$ cat config.mk
export PLATFORM = sky130hd
export DESIGN_NAME = pcileech_com_rxpack
export DESIGN_NICKNAME = d
export VERILOG_FILES = /design/src/rtl/pcileech_com_pkg.sv /design/src/rtl/pcileech_com_rxpack_fifo.sv /design/src/rtl/pcileech_com_rxpack.sv
export SDC_FILE = /design/constraint.sdc
export NUM_CORES = 1
export LEC_CHECK = 0
export CAP_MARGIN = 20
export CELL_PAD_IN_SITES_DETAIL_PLACEMENT = 0
export CELL_PAD_IN_SITES_GLOBAL_PLACEMENT = 1
export CORE_MARGIN = 2
export CORE_UTILIZATION = 35
export CTS_CLUSTER_SIZE = 14
export DETAILED_ROUTE_END_ITERATION = 16
export GPL_TIMING_DRIVEN = 0
export PLACE_DENSITY_LB_ADDON = 0.1
export SLEW_MARGIN = 20
export SYNTH_ARGS = -nofsm -noshare
export SYNTH_HDL_FRONTEND = slang
export SYNTH_HIERARCHICAL = 1
export SYNTH_SLANG_ARGS = --single-unit
$ cat constraint.sdc
create_clock -name clk -period 4.2 [get_ports clk]
set_clock_uncertainty 0.15 [all_clocks]
set_input_delay 0.84 -clock clk [delete_from_list [all_inputs] [get_ports clk]]
set_output_delay 0.84 -clock clk [all_outputs]
set_load 0.05 [all_outputs]
$ cat src/rtl/pcileech_com_pkg.sv
// ---------------------------------------------------------------------------
// pcileech_com_pkg
// Shared definitions for the PCILeech communication receive packer:
//   com_rxpack_state_t : boot / run state of the packer front end
//   COM_SYNC_WORD      : default resync marker on the transport stream
//   COM_DW_IN          : default transport word width
//   com_sat_inc16      : saturating 16-bit increment for event counters
// ---------------------------------------------------------------------------
package pcileech_com_pkg;

    typedef enum logic [1:0] {
        INIT_WAIT = 2'd0,
        INIT_SEND = 2'd1,
        RUN       = 2'd2
    } com_rxpack_state_t;

    localparam logic [31:0] COM_SYNC_WORD = 32'h66665555;
    localparam int          COM_DW_IN     = 32;

    function automatic logic [15:0] com_sat_inc16(input logic [15:0] v);
        return (v == 16'hFFFF) ? v : v + 16'd1;
    endfunction

endpackage

$ cat src/rtl/pcileech_com_rxpack_fifo.sv
// ---------------------------------------------------------------------------
// pcileech_com_rxpack_fifo
// Single-clock first-word-fall-through FIFO. The head entry is visible on
// rd_data whenever empty is low; rd_en consumes it.
// Ports:
//   clk, rst  : clock, synchronous active-high reset (clears pointers)
//   wr_en     : write wr_data (caller guarantees !full or a same-cycle read)
//   rd_en     : pop head (caller guarantees !empty)
//   rd_data   : head entry
//   full      : DEPTH entries stored
//   empty     : no entries stored
// ---------------------------------------------------------------------------
module pcileech_com_rxpack_fifo #(
    parameter int DW    = 64,
    parameter int DEPTH = 4
) (
    input  logic          clk,
    input  logic          rst,
    input  logic          wr_en,
    input  logic [DW-1:0] wr_data,
    input  logic          rd_en,
    output logic [DW-1:0] rd_data,
    output logic          full,
    output logic          empty
);

    localparam int          AW      = $clog2(DEPTH);
    localparam logic [AW:0] PTR_ONE = (AW + 1)'(1);

    // One extra pointer bit distinguishes full from empty when the
    // address bits coincide.
    logic [AW:0]   wr_ptr_q;
    logic [AW:0]   rd_ptr_q;
    logic [DW-1:0] mem_q [DEPTH];

    always_ff @(posedge clk) begin
        if (rst) begin
            wr_ptr_q <= '0;
            rd_ptr_q <= '0;
        end else begin
            if (wr_en) wr_ptr_q <= wr_ptr_q + PTR_ONE;
            if (rd_en) rd_ptr_q <= rd_ptr_q + PTR_ONE;
        end
    end

    always_ff @(posedge clk) begin
        if (wr_en) mem_q[wr_ptr_q[AW-1:0]] <= wr_data;
    end

    assign rd_data = mem_q[rd_ptr_q[AW-1:0]];
    assign empty   = (wr_ptr_q == rd_ptr_q);
    assign full    = (wr_ptr_q[AW] != rd_ptr_q[AW]) &&
                     (wr_ptr_q[AW-1:0] == rd_ptr_q[AW-1:0]);

endmodule

$ cat src/rtl/pcileech_com_rxpack.sv
// ---------------------------------------------------------------------------
// pcileech_com_rxpack
// Packs RATIO transport words of DW_IN bits into one DW_IN*RATIO command
// word (earliest word in the MSBs), supports host-driven lane resync via
// two consecutive SYNC words, injects INIT_CNT on-board command words after
// INIT_DELAY cycles from reset, and buffers packed words in an FWFT FIFO.
// Ports:
//   clk, rst     : clock, synchronous active-high reset
//   init_data    : static boot words, word 0 in the LSBs
//   in_data      : transport word, qualified by in_valid (no backpressure)
//   out_data     : injected or packed word, qualified by out_valid
//   out_ready    : consumer accept
//   sync_event   : one-cycle pulse after a resync
//   init_done    : high once boot injection has finished
//   overflow_cnt : saturating count of packed words dropped on a full FIFO
// ---------------------------------------------------------------------------
module pcileech_com_rxpack
    import pcileech_com_pkg::*;
#(
    parameter int          DW_IN      = COM_DW_IN,
    parameter int          RATIO      = 2,
    parameter logic [31:0] SYNC_WORD  = COM_SYNC_WORD,
    parameter int          INIT_CNT   = 5,
    parameter int          INIT_DELAY = 16,
    parameter int          FIFO_DEPTH = 4,
    localparam int         DW_OUT     = DW_IN * RATIO,
    // A zero-word boot table still needs a non-empty port.
    localparam int         INIT_N     = (INIT_CNT > 0) ? INIT_CNT : 1
) (
    input  logic                     clk,
    input  logic                     rst,
    input  logic [INIT_N*DW_OUT-1:0] init_data,
    input  logic [DW_IN-1:0]         in_data,
    input  logic                     in_valid,
    output logic [DW_OUT-1:0]        out_data,
    output logic                     out_valid,
    input  logic                     out_ready,
    output logic                     sync_event,
    output logic                     init_done,
    output logic [15:0]              overflow_cnt
);

    localparam int PACK_W = DW_OUT - DW_IN;
    localparam int LANE_W = $clog2(RATIO);
    localparam int IDX_W  = (INIT_N > 1) ? $clog2(INIT_N) : 1;
    localparam int DLY_W  = $clog2(INIT_DELAY + 2);

    localparam logic [DW_IN-1:0]  SYNC_W    = DW_IN'(SYNC_WORD);
    localparam logic [LANE_W-1:0] LANE_LAST = LANE_W'(RATIO - 1);
    localparam logic [LANE_W-1:0] LANE_ONE  = LANE_W'(1);
    localparam logic [IDX_W-1:0]  IDX_LAST  = IDX_W'(INIT_N - 1);
    localparam logic [IDX_W-1:0]  IDX_ONE   = IDX_W'(1);
    localparam logic [DLY_W-1:0]  DLY_LAST  = DLY_W'((INIT_DELAY > 0) ? INIT_DELAY - 1 : 0);
    localparam logic [DLY_W-1:0]  DLY_ONE   = DLY_W'(1);

    // ------------------------------------------------------------------
    // Packing datapath
    // ------------------------------------------------------------------
    logic [LANE_W-1:0] lane_q,      lane_d;
    logic [PACK_W-1:0] pack_q,      pack_d;
    logic [DW_IN-1:0]  last_word_q, last_word_d;
    logic              sync_event_q;
    logic [15:0]       overflow_cnt_q;

    logic              sync_hit;
    logic              accept;
    logic              push;
    logic              push_ok;
    logic              pop;
    logic              fifo_full;
    logic              fifo_empty;
    logic [DW_OUT-1:0] fifo_head;
    logic [DW_OUT-1:0] packed_word;

    com_rxpack_state_t state_q;
    logic [DLY_W-1:0]  dly_q;
    logic [IDX_W-1:0]  idx_q;
    logic              init_done_q;
    logic [DW_OUT-1:0] init_word;

    // A resync needs two SYNC words in a row; the second one is swallowed
    // and leaves last_word untouched, so a run of SYNC words keeps resyncing.
    assign sync_hit    = in_valid && (in_data == SYNC_W) && (last_word_q == SYNC_W);
    assign accept      = in_valid && !sync_hit;
    assign push        = accept && (lane_q == LANE_LAST);
    assign packed_word = {pack_q, in_data};
    assign pop         = (state_q == RUN) && !fifo_empty && out_ready;
    // A full FIFO still takes the push when its head leaves this cycle.
    assign push_ok     = push && (!fifo_full || pop);

    always_comb begin
        lane_d      = lane_q;
        pack_d      = pack_q;
        last_word_d = last_word_q;
        if (sync_hit) begin
            lane_d = '0;
            pack_d = '0;
        end else if (accept) begin
            last_word_d = in_data;
            if (lane_q == LANE_LAST) begin
                lane_d = '0;
            end else begin
                // Shift left so the earliest lane ends up in the MSBs.
                pack_d = PACK_W'({pack_q, in_data});
                lane_d = lane_q + LANE_ONE;
            end
        end
    end

    always_ff @(posedge clk) begin
        if (rst) begin
            lane_q         <= '0;
            pack_q         <= '0;
            last_word_q    <= '0;
            sync_event_q   <= 1'b0;
            overflow_cnt_q <= '0;
        end else begin
            lane_q       <= lane_d;
            pack_q       <= pack_d;
            last_word_q  <= last_word_d;
            sync_event_q <= sync_hit;
            if (push && !push_ok) overflow_cnt_q <= com_sat_inc16(overflow_cnt_q);
        end
    end

    pcileech_com_rxpack_fifo #(
        .DW    (DW_OUT),
        .DEPTH (FIFO_DEPTH)
    ) u_fifo (
        .clk     (clk),
        .rst     (rst),
        .wr_en   (push_ok),
        .wr_data (packed_word),
        .rd_en   (pop),
        .rd_data (fifo_head),
        .full    (fifo_full),
        .empty   (fifo_empty)
    );

    // ------------------------------------------------------------------
    // Boot injection state machine
    // ------------------------------------------------------------------
    always_ff @(posedge clk) begin
        if (rst) begin
            state_q     <= INIT_WAIT;
            dly_q       <= '0;
            idx_q       <= '0;
            init_done_q <= 1'b0;
        end else begin
            unique case (state_q)
                INIT_WAIT: begin
                    if (dly_q == DLY_LAST) begin
                        dly_q <= '0;
                        if (INIT_CNT == 0) begin
                            state_q     <= RUN;
                            init_done_q <= 1'b1;
                        end else begin
                            state_q <= INIT_SEND;
                        end
                    end else begin
                        dly_q <= dly_q + DLY_ONE;
                    end
                end
                INIT_SEND: begin
                    if (out_ready) begin
                        if (idx_q == IDX_LAST) begin
                            state_q     <= RUN;
                            init_done_q <= 1'b1;
                        end else begin
                            idx_q <= idx_q + IDX_ONE;
                        end
                    end
                end
                RUN: begin
                    state_q <= RUN;
                end
                default: begin
                    state_q <= INIT_WAIT;
                end
            endcase
        end
    end

    always_comb begin
        init_word = '0;
        for (int i = 0; i < INIT_N; i++) begin
            if (idx_q == IDX_W'(i)) init_word = init_data[i*DW_OUT +: DW_OUT];
        end
    end

    // ------------------------------------------------------------------
    // Output select: decoded from registered state, idx and FIFO pointers,
    // so the word holds steady until the consumer takes it.
    // ------------------------------------------------------------------
    always_comb begin
        out_valid = 1'b0;
        out_data  = '0;
        unique case (state_q)
            INIT_SEND: begin
                out_valid = 1'b1;
                out_data  = init_word;
            end
            RUN: begin
                out_valid = !fifo_empty;
                out_data  = fifo_empty ? '0 : fifo_head;
            end
            default: begin
                out_valid = 1'b0;
                out_data  = '0;
            end
        endcase
    end

    assign sync_event   = sync_event_q;
    assign init_done    = init_done_q;
    assign overflow_cnt = overflow_cnt_q;

endmodule

# ---- Yosys cells after proc, flatten, opt, wreduce, memory -nomap -nowiden
# Memory sizes are Yosys's and may differ from the RTL's. A register that Yosys moved wholly into a read port is not among the register bits.
# Index checks and enable logic that the tools add are counted.
# Widths: inputs -> output; s select.
dict set report word_totals {
  mem_bits_rw 256
  output_inout_bits 83
  memories 1
  register_bits 99
  inputBits 356
}
# memory depth word_bits read_ports rd_ports_with_merged_regs write_ports line_no
set memory_table {}
lappend memory_table {u_fifo.mem_q 4 64 1 1 1 pcileech_com_rxpack_fifo.sv:34} ;# logic [DW-1:0] mem_q [DEPTH];
dict set report op_classes {
  muxes 18
  eq_ne 16
  bitwise 4
  reduce_logical 23
  add_sub_neg 6
}
# cell n
set ops {}
lappend ops {{$mux 64} 6}
lappend ops {{$pmux 64 s2} 1}
lappend ops {{$eq 32x31->1 const B} 2}
lappend ops {{$add 16x1->16 const B} 1}
lappend ops {{$eq 16x16->1 const B} 1}
lappend ops {{$mux 2} 5}
lappend ops {{$add 3x1->3 const B} 3}
lappend ops {{$logic_and 1x1->1} 9}
lappend ops {{$reduce_and 3->1} 3}
lappend ops {{$eq 3x2->1 const B} 2}
lappend ops {{$ne 2x2->1 const B} 3}
lappend ops {{$pmux 2 s3} 1}
lappend ops {{$reduce_and 2->1} 3}
lappend ops {{$add 5x1->5 const B} 1}
lappend ops {{$eq 5x4->1 const B} 1}
lappend ops {{$mux 5} 1}
lappend ops {{$logic_not 1->1} 4}
lappend ops {{$not 1->1} 4}
lappend ops {{$eq 3x1->1 const B} 1}
lappend ops {{$eq 3x3->1} 1}
lappend ops {{$eq 3x3->1 const B} 1}
lappend ops {{$logic_not 3->1} 1}
lappend ops {{$mux 1} 3}
lappend ops {{$eq 2x1->1 const B} 1}
lappend ops {{8 further kinds} 8}

# ---- Logic depth before layout (Yosys ltp)
dict set report depth {
  depth_word 10
  mapped_depth 9
  ltp_nobuf 8
}

# ---- Hierarchy
# Netlist, hierarchy kept.
# mod cells_each seq_area_each_um2 area_each_um2 instances
set by_module_without_submodules {}
lappend by_module_without_submodules {pcileech_com_rxpack_fifo 374 7847.5 9709.3 1}
lappend by_module_without_submodules {pcileech_com_rxpack 865 1861.8 6592.6 1}

# ---- Least setup slack after synthesis
# OpenSTA, ideal clock, no wires.
dict set report synth_path {
  path_kind {input -> register}
  startpoint {input port in_data[11]}
  endpoint {memory u_fifo.mem_q[3][0] (enable)}
  stages 8
  slack_ns -0.133
  path_buffers 2
  arrival_time_ns 3.755
  setup_ns 0.429
  cell_sequence {and4bb_2 nand4_1 nor4_2 a21oi_2 buf_2 and3_1 clkbuf_1 and2_1}
}
dict set report synth_via {
  elab_chain_cells 9
}
# item line_no
set synth_rtl {}
lappend synth_rtl {{from (decl)} pcileech_com_rxpack.sv:33} ;# input logic [DW_IN-1:0] in_data,
lappend synth_rtl {{$eq 32x31->1} pcileech_com_rxpack.sv:83} ;# assign sync_hit = in_valid && (in_data == SYNC_W) && (last_word_q == SYNC_W);
lappend synth_rtl {{$logic_and 1x1->1 (2 in a row)} pcileech_com_rxpack.sv:83}
lappend synth_rtl {{$logic_not 1->1} pcileech_com_rxpack.sv:84} ;# assign accept = in_valid && !sync_hit;
lappend synth_rtl {{$logic_and 1x1->1} pcileech_com_rxpack.sv:84}
lappend synth_rtl {{$logic_and 1x1->1} pcileech_com_rxpack.sv:85} ;# assign push = accept && (lane_q == LANE_LAST);
lappend synth_rtl {{$logic_and 1x1->1} pcileech_com_rxpack.sv:89} ;# assign push_ok = push && (!fifo_full || pop);
lappend synth_rtl {{net push_ok} pcileech_com_rxpack.sv:68} ;# logic push_ok;
lappend synth_rtl {{$mux 1} pcileech_com_rxpack_fifo.sv:47} ;# if (wr_en) mem_q[wr_ptr_q[AW-1:0]] <= wr_data;
lappend synth_rtl {{$mux 1 (implied by the code)} pcileech_com_rxpack_fifo.sv:47}
lappend synth_rtl {{to (decl)} pcileech_com_rxpack_fifo.sv:34}
# The timed path passes the listed nets, and every way through them passes these cells.

# ---- Worst setup path in the final report
dict set report layout_path {
  startpoint {input port in_data[8]}
  endpoint {memory u_fifo.mem_q[1][62] (enable)}
}
# The elaborated chain is that of the path after synthesis.

==> reports/qor.csv <==
stage,metric,value,unit
timing,tns,0,ns
timing,slew_viol_final,0,
cts,cts.reportedPaths.clkPinSlew,0.06,ns
synth,ys_warn_count,6,
setup_path,worstPathRequired,4.24,ns
cts,ctsHoldBuffers,0,
drt,drt_first_iter_violations,1060,
setup_path,cp_num_buf_inv,3,
floorplan,die_w,220,microns
setup_path,worst_r2r_endpoint,u_fifo/mem_q[1][62]$_DFFE_PP_,
pwr,p_total,0.00791,W
synth,synth_area,16300,sq um
synth,synthAdderAreaFrac,0.0115,
synth,synth_cell_types,61,
synth,synth_edf_count,256,
synth,synthCells,1239,
setup_path,crit_slowest_cell,clkdlybuf4s50_1,
drt,postRouteWirelength,64.5,mm
setup_path,cp-start-kind,primary input,
pwr,vdd_drop_max,0.000247,V
cts,clk_latency,0.53,ns
pwr,p_leak,7.83,nW
synth,syn_area_per_cell,13.2,sq um
synth,synth_top_family_by_area,compound AO/OA/AOI/OAI gates,
synth,synth_compound_area_frac,0.131,
timing,relSlewSlack,0.383,
floorplan,fp.dieH,220,microns
place,place_congestion,0.923,
drt,drc,0,
place,place_hpwl,48.6,mm
worst_hold_path,min_to,init_done$_SDFFE_PP0P_,
setup_path,critPathMaxFanout,36,
setup_path,crit_path_start,in_data[8],
setup_path,cp.arrival,4.13,ns
layout,fin_nets,2091,
synth,syn_nets,1610,
synth,synth-main-ff-cell,edfxtp_1,
synth,yosys.area_share.simple,0.104,
place,io_buffer_count,438,
setup_path,worst_setup_path_end_kind,register,
cts,cts.sinks,357,
global_route,grt_max_degree,37,
drt,num_vias,12900,
place,dpl_cell_area,21500,sq um
cts,root_buffer,clkbuf_16,
pwr,powerDensity,350,nW/um^2
drt,firstDrtPassIters,5,
synth,synth_seq_cells,357,
synth,synthXorXnorAreaFrac,0.00430,
cts,cts_buffers,35,
synth,yosysSeqAreaShare,0.596,
setup_path,cp_slowest_stage_delay,0.71,ns
floorplan,dieArea,48300,sq um
floorplan,core,46300,sq um
outcome,status,"complete, no violations",
synth,muxShareOfSynthArea,0.118,
drt,via_per_inst,5.44,
setup_path,crit_chain,clkdlybuf4s50_1 > and4_1 > nand4_1 > nor4_2 > a21oi_2 > buf_2 > and3_2 > and2_4 > buf_12,
timing,hold_violations,0,
flow_run,maxCapViolations,0,
layout,area_growth,38.8,%
setup_path,r2r_cells,8,
setup_path,r2r_start,last_word_q[3]$_SDFFE_PP0P_,
global_route,grt.total_usage,0.255,
synth,async_flop_share,0,
floorplan,floorplan.initialDensity,0.352,
global_route,antenna_found_initial,14,
timing,setup_viol,0,
setup_path,path_delay_family,simple AND/OR/NAND/NOR gates,
layout,final_area,22600,sq um
setup_path,critPathKind,in -> reg,
floorplan,rows,79,
worst_hold_path,hold_path.class,reg -> reg,
cts,tritoncts,built,
worst_hold_path,holdPathStages,2,
worst_hold_path,hp-start,init_done$_SDFFE_PP0P_,
global_route,grt_pass1_wl,88.2,mm
layout,final_util,0.489,
global_route,grt_pass1_vias,12400,
layout,n_fill_cell,4278,
floorplan,ios,439,
timing,rsz0062_at_grt,true,
timing,period_share,0.973,
timing,worst_pin_slew,0.918,ns
cts,cts_max_level,2,
drt,wl_per_cell,27.3,microns
drt,ant_nets,0,
timing,clock.fmax,0.245,GHz
timing,period_needed,4.09,ns
cts,clock_path_buffers,3,
setup_path,r2r_slack,0.95,ns
cts,postCtsSetupRepairBufs,0,
global_route,overflow,0,
layout,drive_above_1_share,0.153,
## final cells by class
class                   count  area (sq um)  share of cell area
repair buffers            442          4280               0.189
diodes                     10          25.0             0.00111
multi-input cells         778          6090               0.269
well taps                 607           759              0.0336
plain buffers              94           562              0.0248
inverters                  12          45.0             0.00199
clock buffers              45           945              0.0418
clock inverters            19           201             0.00891
flip-flops and latches    357          9710               0.429
## through the flow
step                      hold WS (ns)  cells  worst slack (ns)
after CTS                        0.329   2352           0.00120
after global routing             0.362   2359           -0.0213
after detailed placement         0.314   2288            -0.792
after floorplan                  0.303   1239             0.470
final                            0.326   2364             0.114
after global placement           0.302   2284             -1.45
## power breakdown
group          internal [W]  total (W)  leakage [nW]  switching [W]
sequential          0.00387    0.00393          3.15      0.0000597
clock               0.00184    0.00313         0.563        0.00129
combinational      0.000465   0.000841          4.12       0.000376
## kinds of logic after synthesis
group,after synthesis
flops,357
buf+inv,108
fa+ha+maj,15
mux,110
xor+xnor,8
simple gates,325
compound gates,316
## cell usage after synthesis (4+ instances only)
cell type,number,area (sq um)
a221oi_1,64,561
mux4_2,60,1350
xnor2_1,5,43.8
edfxtp_1,256,7690
nor3_1,72,360
nor2_1,129,484
nand2_1,18,67.6
and3_1,10,62.6
mux4_1,4,105
ha_1,15,188
and2_1,5,31.3
nand3b_1,4,30.0
buf_12,6,120
nand3_1,14,70.1
nand4_1,11,68.8
nor2b_1,14,87.6
nor4b_1,4,35.0
nor4_1,4,25.0
o21ai_0,68,340
dfxtp_1,101,2020
buf_2,11,55.1
a22oi_1,65,488
clkbuf_1,65,244
buf_1,5,18.8
a22o_1,32,280
and4b_1,4,40.0
a21oi_1,76,380
inv_1,12,45.0
mux2_2,10,113
buf_6,6,67.6
mux2i_1,36,360
nor4bb_1,4,40.0
nand4b_1,9,78.8
## timing repair
item,4_1_cts,5_1_grt
pin swaps,4,2
gates cloned,2,2
gates resized for setup,190,143
endpoints found under the hold margin,0,0
endpoints found under the setup margin,197,132
## worst reg2reg max path, stage by stage (launching register included)
cell,delay (ns)
dfxtp_1,0.35
and4bb_1,0.19
nand4b_1,0.15
nor4_2,0.10
a21oi_2,0.39
buf_2,0.39
and3_2,0.44
and2_4,0.42
buf_12,0.29
## metal layers
metal / global-route usage / share of wire
met1: 0.340 / 0.42
met4: 0.0740 / 0.022
met5: 0 / 0.00096
met3: 0.0507 / 0.070
met2: 0.421 / 0.48
## layout by cell type, fill, tap and decap left out, types with 6 or more instances in the layout
cell and count:
clkdlybuf4s50_1 372, edfxtp_1 256, nor2_1 128, dfxtp_1 101, a21oi_1 76, nor3_1 72
o21ai_0 67, a22oi_1 65, a221oi_1 63, mux4_2 60, clkbuf_2 59, clkbuf_1 39
mux2i_1 36, clkbuf_16 36, a22o_1 32, buf_2 26, clkdlybuf4s15_2 18, nand2_1 17
ha_1 15, nor2b_1 14, nand3_1 13, inv_1 12, nand4_1 11, diode_2 10
mux2_2 10, buf_12 10, nand4b_1 9, and3_1 9, clkinv_1 7, buf_6 6
clkinv_2 6
## how the worst max path moves through the flow
stage / to / slack (ns) / depth (start not counted)
after global placement: u_fifo/mem_q[0][14]$_DFFE_PP_ / -1.45 / 9
after CTS: out_data[58] / 0.001 / 9
final: u_fifo/mem_q[1][62]$_DFFE_PP_ / 0.11 / 9
after global routing: out_data[7] / -0.02 / 10
after detailed placement: u_fifo/mem_q[2][43]$_DFFE_PP_ / -0.79 / 10
after floorplan: out_data[0] / 0.47 / 9
## flip-flops by register name (all words and copies together), names as in the netlist, named ones only
register and cells:
u_fifo/mem_q 256, last_word_q 32, pack_q 32, overflow_cnt 16, dly_q 5, idx_q 3, u_fifo/rd_ptr_q 3, u_fifo/wr_ptr_q 3
state_q 2, init_done 1, lane_q 1, sync_event 1
Note: power is estimated with default switching activity, not from simulation.
